--- src/rtl/seg_pkg.sv ---
// Shared constants for the seven-segment display path: blank code,
// decimal-point bit position and the letter glyph codes.
package seg_pkg;

   localparam logic [4:0] BLANK_CODE = 5'b11111;
   localparam int         DP_BIT     = 4;

   localparam logic [3:0] GLYPH_H = 4'd10;
   localparam logic [3:0] GLYPH_E = 4'd11;
   localparam logic [3:0] GLYPH_L = 4'd12;
   localparam logic [3:0] GLYPH_O = 4'd13;

endpackage

--- src/rtl/seven_seg_scan_tick_gen.sv ---
// Modulo-N counter that advances when en is high and pulses tc on the
// enabled cycle in which it wraps from N-1 back to 0.
module tick_gen #(
   parameter int N = 4
) (
   input  logic clk,
   input  logic rst_n,
   input  logic en,
   output logic tc
);

   localparam int W = (N > 1) ? $clog2(N) : 1;
   localparam logic [W-1:0] LAST = W'(N - 1);

   logic [W-1:0] cnt_r;

   // Counter advances only on enabled cycles and wraps at N-1.
   always_ff @(posedge clk or negedge rst_n) begin
      if (!rst_n) begin
         cnt_r <= '0;
      end else if (en) begin
         if (cnt_r == LAST) begin
            cnt_r <= '0;
         end else begin
            cnt_r <= cnt_r + W'(1);
         end
      end
   end

   assign tc = en && (cnt_r == LAST);

endmodule

--- src/rtl/seven_seg_scan.sv ---
// Time-multiplexed scan driver: shadows a frame of 5-bit digit codes and
// walks the digits at a fixed slot rate, with per-digit enable and blink.
module seven_seg_scan
   import seg_pkg::*;
#(
   parameter int NUM_DIGITS = 8,
   parameter int SCAN_DIV   = 100000,
   parameter int BLINK_DIV  = 256
) (
   input  logic                    clk,
   input  logic                    rst_n,
   input  logic [5*NUM_DIGITS-1:0] frame,
   input  logic                    load,
   input  logic [NUM_DIGITS-1:0]   digit_en,
   input  logic [NUM_DIGITS-1:0]   blink_mask,
   output logic [4:0]              seg_code,
   output logic [NUM_DIGITS-1:0]   an,
   output logic                    slot_tick
);

   localparam int IW = $clog2(NUM_DIGITS);
   localparam logic [IW-1:0] LAST_IDX = IW'(NUM_DIGITS - 1);

   logic [5*NUM_DIGITS-1:0] frame_r;
   logic [NUM_DIGITS-1:0]   en_r;
   logic [NUM_DIGITS-1:0]   blink_r;
   logic [IW-1:0]           idx_r;
   logic                    phase_r;

   logic                    slot_tick_s;
   logic                    blink_wrap_s;
   logic                    vis_s;
   logic [4:0]              code_s;
   logic [NUM_DIGITS-1:0]   sel_s;

   tick_gen #(.N(SCAN_DIV)) u_prescaler (
      .clk   (clk),
      .rst_n (rst_n),
      .en    (1'b1),
      .tc    (slot_tick_s)
   );

   tick_gen #(.N(BLINK_DIV)) u_blink_div (
      .clk   (clk),
      .rst_n (rst_n),
      .en    (slot_tick_s),
      .tc    (blink_wrap_s)
   );

   assign slot_tick = slot_tick_s;

   // Shadow capture: display logic reads only these, so a frame never tears.
   always_ff @(posedge clk or negedge rst_n) begin
      if (!rst_n) begin
         frame_r <= {NUM_DIGITS{BLANK_CODE}};
         en_r    <= '0;
         blink_r <= '0;
      end else if (load) begin
         frame_r <= frame;
         en_r    <= digit_en;
         blink_r <= blink_mask;
      end
   end

   // Digit index and blink phase both step on the slot tick.
   always_ff @(posedge clk or negedge rst_n) begin
      if (!rst_n) begin
         idx_r   <= '0;
         phase_r <= 1'b1;
      end else begin
         if (slot_tick_s) begin
            if (idx_r == LAST_IDX) begin
               idx_r <= '0;
            end else begin
               idx_r <= idx_r + IW'(1);
            end
         end
         if (blink_wrap_s) begin
            phase_r <= ~phase_r;
         end
      end
   end

   // Visibility and select for the current slot, from shadows only.
   always_comb begin
      code_s = frame_r[32'(idx_r) * 32'd5 +: 5];
      vis_s  = en_r[idx_r] && (!blink_r[idx_r] || phase_r);
      sel_s  = {{(NUM_DIGITS-1){1'b0}}, 1'b1} << idx_r;
   end

   // Registered outputs: code and select always change on the same edge.
   always_ff @(posedge clk or negedge rst_n) begin
      if (!rst_n) begin
         seg_code <= BLANK_CODE;
         an       <= '1;
      end else if (vis_s) begin
         seg_code <= code_s;
         an       <= ~sel_s;
      end else begin
         seg_code <= BLANK_CODE;
         an       <= '1;
      end
   end

endmodule

--- config.mk ---
export PLATFORM = sky130hd
export DESIGN_NAME = seven_seg_scan
export DESIGN_NICKNAME = d
export VERILOG_FILES = /design/src/rtl/seg_pkg.sv /design/src/rtl/seven_seg_scan_tick_gen.sv /design/src/rtl/seven_seg_scan.sv
export SDC_FILE = /design/constraint.sdc
export NUM_CORES = 1
export LEC_CHECK = 0
export CELL_PAD_IN_SITES_DETAIL_PLACEMENT = 1
export CELL_PAD_IN_SITES_GLOBAL_PLACEMENT = 1
export CORE_MARGIN = 2
export CORE_UTILIZATION = 47
export CTS_CLUSTER_DIAMETER = 50
export CTS_CLUSTER_SIZE = 20
export DETAILED_ROUTE_END_ITERATION = 16
export PLACE_DENSITY = 0.86
export SYNTH_ARGS = -nofsm -noshare
export SYNTH_HDL_FRONTEND = slang
export SYNTH_SLANG_ARGS = --single-unit
--- constraint.sdc ---
create_clock -name clk -period 4.6 [get_ports clk]
set_input_delay 0.92 -clock clk [delete_from_list [all_inputs] [get_ports clk]]
set_output_delay 0.92 -clock clk [all_outputs]
set_load 0.01 [all_outputs]
After elaboration in Yosys (flattened, before gate mapping). Cells that the tools add are included.

Register bits after elaboration: 98. Output and inout bits: 14. Input bits: 59.

Eq/ne operators: 3. Bitwise logic cells: 2. $add $sub $neg: 3. Reductions and logical operators: 4. $mul: 1. Shift-type cells: 2. Multiplexer cells: 9. $lt $le $gt $ge: 1.

Operator list (number): indexed part select 40 x 7 -> 5 bit (1); adder 17 x 1 -> 17 bit (second input constant) (1); equality test 17 bit (second input constant) (1); two-way mux 17 bit (1); two-way mux 8 bit (2); adder 8 x 1 -> 8 bit (second input constant) (1); equality test 8 bit (second input constant) (1); NOT 8 bit (1); left shift 1 x 3 -> 8 bit (first input constant) (1); binary-select mux 1 bit (select 3 bit) (2); multiplier 3 x 3 -> 6 bit (second input constant) (1); two-way mux 5 bit (1); < comparator 3 x 4 -> 1 bit (second input constant) (1); adder 3 x 1 -> 3 bit (second input constant) (1); equality test 3 bit (second input constant) (1); two-way mux 3 bit (1); logical AND 1 bit (2); two-way mux 1 bit (2); zero test 1 bit (1); logical OR 1 bit (1); NOT 1 bit (1).

Longest topological paths before layout. Gate-level depths: netlist of run 1.

Depth in word-level cells: 6. Depth in mapped cells: 6. Mapped depth without buffers: 5.

Hierarchy. Synthesis of run 1 repeated with hierarchy kept, for this count alone.

Cells, all modules: 334. Area total of the unflattened synthesis: 4584.4 µm².

By module, submodules not included: seven_seg_scan (cells each 207, sequential area each 1894.3 µm², area an instance 3264.4 µm², instances 1); tick_gen at u_prescaler (cells each 91, sequential area each 425.4 µm², area an instance 922.1 µm², instances 1); tick_gen at u_blink_div (cells each 36, sequential area each 200.2 µm², area an instance 397.9 µm², instances 1).

Worst setup path before layout of run 1. No wires, ideal clock.

Path kind: reg-to-output. Start point: register u_prescaler.cnt_r[0]. End point: output slot_tick. Required time: 3.680 ns. Path slack: 2.229 ns. Stages on the path, launching flop included: 5. Arrival: 1.451 ns. Cells stage by stage: dfrtp_1 > ha_1 > and4_1 > nand2_1 > nor4_4.

Longest elaborated chain between the ends: 1.

RTL lines: from (decl) (line seven_seg_scan_tick_gen.sv:15) `logic [W-1:0] cnt_r;`; from (signal assigned) (line seven_seg_scan_tick_gen.sv:25) `cnt_r <= cnt_r + W'(1);`; equality test 17 bit (line seven_seg_scan_tick_gen.sv:30) `assign tc = en && (cnt_r == LAST);`; to (decl) (line seven_seg_scan.sv:18) `output logic slot_tick`.

Every way passes these cells.

Final worst setup path of run 1. Ends and elaborated chain as after synthesis.

==> flow_summary.toml, run 1 <==
[place]
gp_congestion = 0.856
dp_hpwl_um = 7570
portBuffers = 72

[floorplan]
fp.dieW_um = 101
core_um2 = 9150
pin_count = 73
dieArea_um2 = 10100
rows = 35
die_h_um = 101
start_util = 0.481

[critical_path]
reg2reg_from = "u_prescaler.cnt_r[13]$_DFF_PN0_"
slowest_stage = "clkdlybuf4s50_1"
cp_data_required_time_ns = 3.68
criticalPathCategory = "reg -> out"
worstSetupEndpointType = "primary output"
path_buf_inv = 1
start_kind = "register"
path_cells = "ha_1, and4_1, nand2_1, nor4_4, clkdlybuf4s50_1"
rr_worst_depth = 4
timing.rr.end = "u_blink_div.cnt_r[5]$_DFFE_PN0N_"
r2r_setup_slack_ns = 2.04
critPathCapture = "slot_tick"
cp_max_fo = 8
critPathTopFamily = "simple AND/OR/NAND/NOR gates"
setup.worst_path.start = "u_prescaler.cnt_r[0]$_DFF_PN0_"
worstPathArrival_ns = 2.66
worst_path_largest_cell_delay_ns = 0.63
cp.depth = 5

[hold_path]
hp-class = "reg -> reg"

[drt]
firstDrtPassIters = 4
ant_nets = 0
wl_per_cell_um = 20.3
drt_iter0_drc = 67
totalWireLength_um = 10400
via_count = 2864
viasPerCell = 5.59
route.detailed.drc = 0

[synthesis]
synthTopCellsByCount = "mux2_2 (56), dfstp_2 (54), dfrtp_1 (44), nand2_1 (24), xnor2_1 (14)"
synth_most_common_cell = "mux2_2"
synth-edff-count = 0
synth_top_area_share = 0.323
synthFlopType = "dfstp_2"
syn_area_um2 = 4400
synthesis.nets = 389
synth_area_leader_cell = "dfstp_2"
synth_area_leaders = "dfstp_2 (32%), dfrtp_1 (25%), mux2_2 (14%), mux4_2 (5.1%), xnor2_1 (2.8%)"
ys_ff_latch = 98
seq_area_frac_synth = 0.573
async_flop_share = 1.00
ys_types = 45
syn_avg_cell_area_um2 = 13.7
synth_warnings = 0
netlist_instances = 322

[pwr]
irDropWorstVdd_v = 0.000178
cellLeakagePower_nw = 2.10
pwr_density_cell_nw_per_um2 = 321

[cts]
ctsHoldBuffers = 0
h-tree-depth = 3
post_cts_buffers = 0
clk_pin_slew_ns = 0.10
tritoncts = "built"
cts.sink_count = 98
cts_buffers = 9
insertion_delay_ns = 0.36
cts_resized = 0
cts_max_path_buffers = 2
cts-root-buf = "clkbuf_8"

[sta]
fmax_mhz = 279
setup_viol = 0
fin_skew_ns = 0.00992
hold-worst-slack_ns = 0.471
rsz0062_at_grt = "no"
fin_crit_sh = 0.778
final.setup.tns_ns = 0
hold_viol_final = 0
maxSlewHeadroom = 0.294
finalMaxSlewViolations = 0
period_needed_ns = 3.58
worst_pin_slew_ns = 1.05

[global_routing]
antenna_found_initial = 0
grt_overflow = 0
met3_usage = 0.0354
grt_pass1_wl_um = 17200
use_met2 = 0.389
grt_max_degree = 78
grt_pass1_vias = 3268
met1_usage = 0.278
grt.total_usage = 0.222
top_usage_layer = "met2"

[flow_run]
drv_cap = 0

[layout]
fillCellCount = 902
fin_nets = 463
multiInputGateArea_um2 = 1810
ff_latch_area_um2 = 2520
num_antenna_cells = 0
area_delta_synth_final_pct = 23.5
drive_gt1_frac = 0.369

[outcome]
status = "complete, no violations"
-- cell usage in the layout, fill, tap and decap left out, types with 7 or more instances in the layout --
| cell | count |
|---|---|
| clkdlybuf4s50_1 | 70 |
| dfrtp_1 | 44 |
| clkbuf_8 | 9 |
| mux2_2 | 56 |
| o21ai_0 | 13 |
| mux4_2 | 10 |
| nand4_1 | 7 |
| dfstp_2 | 54 |
| nor2_1 | 8 |
| nand2_1 | 24 |
| nand3_1 | 9 |
| xnor2_1 | 14 |
| ha_1 | 8 |
-- sequential cells by signal, summed over array words and instances, names as in the netlist --
signal             flops
blink_r                8
phase_r                1
u_prescaler.cnt_r     17
idx_r                  3
seg_code               5
frame_r               40
en_r                   8
an                     8
u_blink_div.cnt_r      8
-- logic make-up (layout without fill, tap and decap cells) --
| logic type | after synthesis | count (layout) | synth area share |
|---|---|---|---|
| compound gates | 31 | 31 | 0.0475 |
| xor+xnor | 17 | 17 | 0.0339 |
| fa+ha+maj | 8 | 8 | 0.0228 |
| buf+inv | 17 | 96 | 0.0154 |
| flops | 98 | 98 | 0.573 |
| mux | 68 | 68 | 0.199 |
| simple gates | 83 | 83 | 0.108 |
-- worst min path at each step --
stage | start | end | slack, ns | cells past startpoint
final | u_blink_div.cnt_r[6]$_DFFE_PN0N_ | u_blink_div.cnt_r[6]$_DFFE_PN0N_ | 0.47 | 1
after global routing | u_blink_div.cnt_r[6]$_DFFE_PN0N_ | u_blink_div.cnt_r[6]$_DFFE_PN0N_ | 0.53 | 1
after CTS | u_blink_div.cnt_r[6]$_DFFE_PN0N_ | u_blink_div.cnt_r[6]$_DFFE_PN0N_ | 0.48 | 1
after detailed placement | u_blink_div.cnt_r[6]$_DFFE_PN0N_ | u_blink_div.cnt_r[6]$_DFFE_PN0N_ | 0.46 | 1
after global placement | u_blink_div.cnt_r[6]$_DFFE_PN0N_ | u_blink_div.cnt_r[6]$_DFFE_PN0N_ | 0.45 | 1
after floorplan | u_blink_div.cnt_r[6]$_DFFE_PN0N_ | u_blink_div.cnt_r[6]$_DFFE_PN0N_ | 0.44 | 1
-- area by class of cell --
class,instances,area share
well taps,111,0.0256
clock buffers,9,0.0228
multi-input cells,207,0.333
clock inverters,7,0.0154
repair buffers,75,0.135
inverters,5,0.00346
flip-flops and latches,98,0.464
-- power breakdown --
group / switching (W) / total (W) / internal, W
sequential: 0.0000304 / 0.000975 / 0.000945
combinational: 0.0000659 / 0.000180 / 0.000114
clock: 0.000325 / 0.000586 / 0.000261
total: 0.000421 / 0.00174 / 0.00132
-- per-layer routing --
layer,vias up,routed length [µm]
met2,53,5490
met4,0,201
met3,19,328
met5,-,0
li1,1316,-
met1,1476,4380
-- stage by stage --
stage	utilization	power, W	setup WS [ns]	instances	area (µm²)
after CTS	0.593	0.00176	1.00	512	5430
after global placement	0.571	0.00116	1.52	496	5220
after detailed placement	0.571	0.00117	1.44	496	5220
after global routing	0.593	0.00181	0.866	512	5430
after floorplan	-	0.00107	2.23	322	4400
final	0.593	0.00174	1.02	512	5430
Power figures use the tool's default switching activity.
==> run 2, diff against run 1 <==
--- a/config.mk
+++ b/config.mk
@@ -8,11 +8,11 @@
 export CELL_PAD_IN_SITES_DETAIL_PLACEMENT = 1
 export CELL_PAD_IN_SITES_GLOBAL_PLACEMENT = 1
 export CORE_MARGIN = 2
-export CORE_UTILIZATION = 47
+export CORE_UTILIZATION = 43
 export CTS_CLUSTER_DIAMETER = 50
 export CTS_CLUSTER_SIZE = 20
 export DETAILED_ROUTE_END_ITERATION = 16
-export PLACE_DENSITY = 0.86
+export PLACE_DENSITY = 0.8
 export SYNTH_ARGS = -nofsm -noshare
 export SYNTH_HDL_FRONTEND = slang
 export SYNTH_SLANG_ARGS = --single-unit
==> constraint.sdc (replaced) <==
create_clock -name clk -period 3.6 [get_ports clk]
set_input_delay 0.72 -clock clk [delete_from_list [all_inputs] [get_ports clk]]
set_output_delay 0.72 -clock clk [all_outputs]
set_load 0.01 [all_outputs]
==> run 2 against run 1 <==
Net effect: sequential share of layout area is 0.58 points lower; setup slack worse by 0.59 ns; count of clock-buffer cells in the layout is 3 higher; clock power is 33% higher; global-route usage is 2.7 points lower; critical path depth is 1 higher; clock skew is 0.0026 ns lower; core utilization is 3.6 points lower; flip-flop and latch count stayed put; wire length is 5.4% lower; combinational power is 28% higher; hold slack worse by 0.0015 ns; largest cell class unchanged.
==> flow_summary.toml, run 2 (same netlist as run 1, synthesis figures left out) <==
[layout]
largest_registers = "frame_r (40), u_prescaler.cnt_r (17)"
drive_gt1_frac = 0.370
multiInputGateArea_um2 = 1810
fin_util = 0.558
fin_nets = 467
num_antenna_cells = 0
largest_reg_flops = 40
final_cell_mix = "clkdlybuf4s50_1 (70), mux2_2 (56), dfstp_2 (54), dfrtp_1 (44), nand2_1 (24)"
fillCellCount = 998
mostFrequentLayoutCell = "clkdlybuf4s50_1"
ff_latch_area_um2 = 2520
area_delta_synth_final_pct = 25.1
regMostFlops = "frame_r"

[critical_path]
cp_data_required_time_ns = 2.88
start_kind = "register"
rr_worst_depth = 4
cp_max_fo = 8
criticalPathCategory = "reg -> out"
worstSetupEndpointType = "primary output"
worstPathArrival_ns = 2.45

[drt]
ant_nets = 0
viasPerCell = 5.26
firstDrtPassIters = 4
totalWireLength_um = 9840
drt_iter0_drc = 80
via_count = 2828
wl_per_cell_um = 18.3
route.detailed.drc = 0

[sta]
period_needed_ns = 3.17
layout_setup_ws_ns = 0.428
hold_viol_final = 0
worst_pin_slew_ns = 0.905
rsz0062_at_grt = "no"
setup_viol = 0
fin_crit_sh = 0.881
maxSlewHeadroom = 0.396
fmax_mhz = 315
final.setup.tns_ns = 0
fin_skew_ns = 0.00732
finalMaxSlewViolations = 0

[floorplan]
die_h_um = 105
pin_count = 73
start_util = 0.446
core_um2 = 9860
dieArea_um2 = 11100
fp.dieW_um = 105
rows = 36

[cts]
cts.sink_count = 98
h-tree-depth = 3
cts_buffers = 9
insertion_delay_ns = 0.36
cts_max_path_buffers = 2
tritoncts = "built"
post_cts_buffers = 0
ctsHoldBuffers = 0
cts_resized = 0
clk_pin_slew_ns = 0.09
cts-root-buf = "clkbuf_8"

[global_routing]
antenna_found_initial = 0
grt_pass1_vias = 3180
grt_max_degree = 72
grt_overflow = 0
grt_pass1_wl_um = 16800
grt.total_usage = 0.194

[pwr]
cellLeakagePower_nw = 2.13
irDropWorstVdd_v = 0.000180
pwr_density_cell_nw_per_um2 = 410

[place]
portBuffers = 72
dp_hpwl_um = 7030
pre_cts_slack_ns = 0.812
gp_congestion = 0.798

[outcome]
status = "complete, no violations"

[hold_path]
min_path_cells = 1
hp-class = "reg -> reg"

[flow_run]
drv_cap = 0
==> run 2: layout make-up <==
type	count	area share
tap	133	0.0303
clock inverter	4	0.0134
timing repair buffer	79	0.139
inverter	5	0.00341
clock buffer	12	0.0264
multi-input combinational	207	0.329
sequential	98	0.458
==> run 2: power by group <==
group          total [W]  switching (W)  internal [W]
registers        0.00124      0.0000362       0.00121
logic           0.000230      0.0000832      0.000147
clock network   0.000781       0.000368      0.000413
total            0.00225       0.000487       0.00177
==> run 2: path summary, 6_finish.rpt <==
path                                                  start                                to  slack, ns
min in group asynchronous                             rst_n            blink_r[7]$_DFFE_PN0P_       0.48
min reg2reg                u_blink_div.cnt_r[6]$_DFFE_PN0N_  u_blink_div.cnt_r[6]$_DFFE_PN0N_       0.47
max reg2reg                            idx_r[1]$_DFFE_PN0N_             seg_code[3]$_DFF_PN1_       1.29
max in group asynchronous                             rst_n             seg_code[2]$_DFF_PN1_       2.24
min                        u_blink_div.cnt_r[6]$_DFFE_PN0N_  u_blink_div.cnt_r[6]$_DFFE_PN0N_       0.47
max                          u_prescaler.cnt_r[0]$_DFF_PN0_                         slot_tick       0.43
==> run 2: worst max-delay path, stage by stage (launching register included) <==
cell and delay (ns):
dfrtp_1 0.42, ha_1 0.24, and4_1 0.31, nand2_1 0.11, nor4_4 0.27, buf_4 0.20, clkdlybuf4s50_1 0.54
==> run 2: through the flow <==
step | cell area [µm²] | power, W | hold slack (ns) | cells
after detailed placement | 5280 | 0.00150 | 0.457 | 522
after global placement | 5280 | 0.00148 | 0.458 | 522
after global routing | 5500 | 0.00235 | 0.495 | 538
after CTS | 5500 | 0.00228 | 0.474 | 538
final | 5500 | 0.00225 | 0.470 | 538
after floorplan | 4400 | 0.00136 | 0.424 | 322
==> run 2: layer usage <==
metal  vias to the layer above  global-route usage  wire length (µm)
met5                         -                   0                 0
met4                         0              0.0590               127
met3                        10              0.0405               304
met2                        55               0.330              5020
met1                      1442               0.250              4380
li1                       1321                   -                 -
==> run 3, diff against run 2 <==
==> constraint.sdc (replaced) <==
create_clock -name clk -period 3.36 [get_ports clk]
set_input_delay 0.672 -clock clk [delete_from_list [all_inputs] [get_ports clk]]
set_output_delay 0.672 -clock clk [all_outputs]
set_load 0.01 [all_outputs]
==> run 3 against run 2 <==
Net effect: sequential power up 7%; first-iteration DRC count down 6.3%; clock skew up 0.0014 ns; total power up 3.1%; count of clock-buffer cells in the layout down 3; register-to-register slack worse by 0.21 ns; combinational power up 7%; critical path depth down 1; largest power group unchanged; die area unchanged.
==> flow_summary.toml, run 3 (same netlist as run 1, synthesis figures left out) <==
[outcome]
status = "complete, no violations"

[sta]
finalMaxSlewViolations = 0
rsz0062_at_grt = "no"
final.setup.tns_ns = 0
fmax_mhz = 328
fin_skew_ns = 0.00870
fin_crit_sh = 0.908
hold_viol_final = 0
maxSlewHeadroom = 0.296
period_needed_ns = 3.05
worst_pin_slew_ns = 1.06
setup_viol = 0

[critical_path]
worst_path_largest_cell_delay_ns = 0.59
slowest_stage = "clkdlybuf4s50_1"
criticalPathCategory = "reg -> out"
path_cells = "ha_1, and4_1, nand2_1, nor4_4, clkdlybuf4s50_1"
reg2reg_from = "idx_r[1]$_DFFE_PN0N_"
start_kind = "register"
path_buf_inv = 1
r2r_setup_slack_ns = 1.08
cp_data_required_time_ns = 2.69
cp.depth = 5
timing.rr.end = "seg_code[1]$_DFF_PN1_"
rr_worst_depth = 4
cp_max_fo = 5
critPathTopFamily = "simple AND/OR/NAND/NOR gates"
worstPathArrival_ns = 2.38
worstSetupEndpointType = "primary output"

[pwr]
cellLeakagePower_nw = 2.12
pwr_density_cell_nw_per_um2 = 424
irDropWorstVdd_v = 0.000264

[drt]
firstDrtPassIters = 4
wl_per_cell_um = 18.6
route.detailed.drc = 0
drt_iter0_drc = 75
totalWireLength_um = 10000
via_count = 2868
ant_nets = 0
viasPerCell = 5.34

[hold_path]
min_to = "u_blink_div.cnt_r[6]$_DFFE_PN0N_"
hp-class = "reg -> reg"
min_path_cells = 1
hp-start = "u_blink_div.cnt_r[6]$_DFFE_PN0N_"

[layout]
drive_gt1_frac = 0.371
largest_reg_flops = 40
largest_registers = "frame_r (40), u_prescaler.cnt_r (17)"
instances_no_fill = 537
area_delta_synth_final_pct = 24.6
final_cell_mix = "clkdlybuf4s50_1 (70), mux2_2 (56), dfstp_2 (54), dfrtp_1 (44), nand2_1 (24)"
fin_nets = 466
num_antenna_cells = 0
regMostFlops = "frame_r"
mostFrequentLayoutCell = "clkdlybuf4s50_1"

[cts]
tritoncts = "built"
cts_max_path_buffers = 2
ctsHoldBuffers = 0
cts-root-buf = "clkbuf_8"
cts.sink_count = 98
cts_buffers = 9
post_cts_buffers = 0
cts_resized = 0
insertion_delay_ns = 0.36
h-tree-depth = 3
clk_pin_slew_ns = 0.09

[floorplan]
core_um2 = 9860
die_h_um = 105
pin_count = 73
dieArea_um2 = 11100
start_util = 0.446
fp.dieW_um = 105
rows = 36

[global_routing]
grt_pass1_wl_um = 16800
antenna_found_initial = 0
grt_pass1_vias = 3187
grt_max_degree = 86
grt_overflow = 0
grt.total_usage = 0.195

[place]
portBuffers = 72
dp_hpwl_um = 7140
dp_cells = 521
gp_congestion = 0.807

[flow_run]
drv_cap = 0
-- run 3: area by class of cell --
class                   count  area [µm²]
repair buffers             78         771
multi-input cells         207        1810
flip-flops and latches     98        2520
fillers                  1001        4380
well taps                 133         166
inverters                   5        18.8
clock buffers               9         124
clock inverters             7        70.1
-- run 3: worst register-to-register path, delay by kind of cell (launching register included) --
family | cells | cell delay, ns
DFF | 1 | 0.93
muxes | 1 | 0.28
AOI/OAI and AO/OA | 2 | 0.39
and+or+nand+nor | 1 | 0.62
-- run 3: metal layers --
layer  vias up  GRT usage  routed length [µm]
met2        55      0.333                5100
met4         0     0.0724                 158
met3        12     0.0268                 274
li1       1320          -                   -
met5         -          0                   0
met1      1481      0.254                4480
-- run 3: through the flow --
stage               power (W)  worst slack, ns   util  hold slack (ns)  cell area, µm²
floorplan             0.00146             1.24      -            0.376            4400
global placement      0.00159            0.784  0.536            0.456            5290
detailed placement    0.00160            0.691  0.536            0.474            5290
CTS                   0.00236            0.281  0.556            0.492            5480
global route          0.00243            0.175  0.556            0.517            5480
finish                0.00232            0.310  0.556            0.488            5480
-- run 3: worst max-delay path by stage --
stage                                               from         to
after global routing      u_prescaler.cnt_r[0]$_DFF_PN0_  slot_tick
after detailed placement  u_prescaler.cnt_r[0]$_DFF_PN0_  slot_tick
after global placement    u_prescaler.cnt_r[0]$_DFF_PN0_  slot_tick
after CTS                 u_prescaler.cnt_r[0]$_DFF_PN0_  slot_tick
after floorplan           u_prescaler.cnt_r[0]$_DFF_PN0_  slot_tick
final                     u_prescaler.cnt_r[0]$_DFF_PN0_  slot_tick
-- run 3: power by group --
part	internal (W)	switching, W
clock network	0.000343	0.000403
logic	0.000158	0.0000889
registers	0.00129	0.0000362
total	0.00179	0.000528
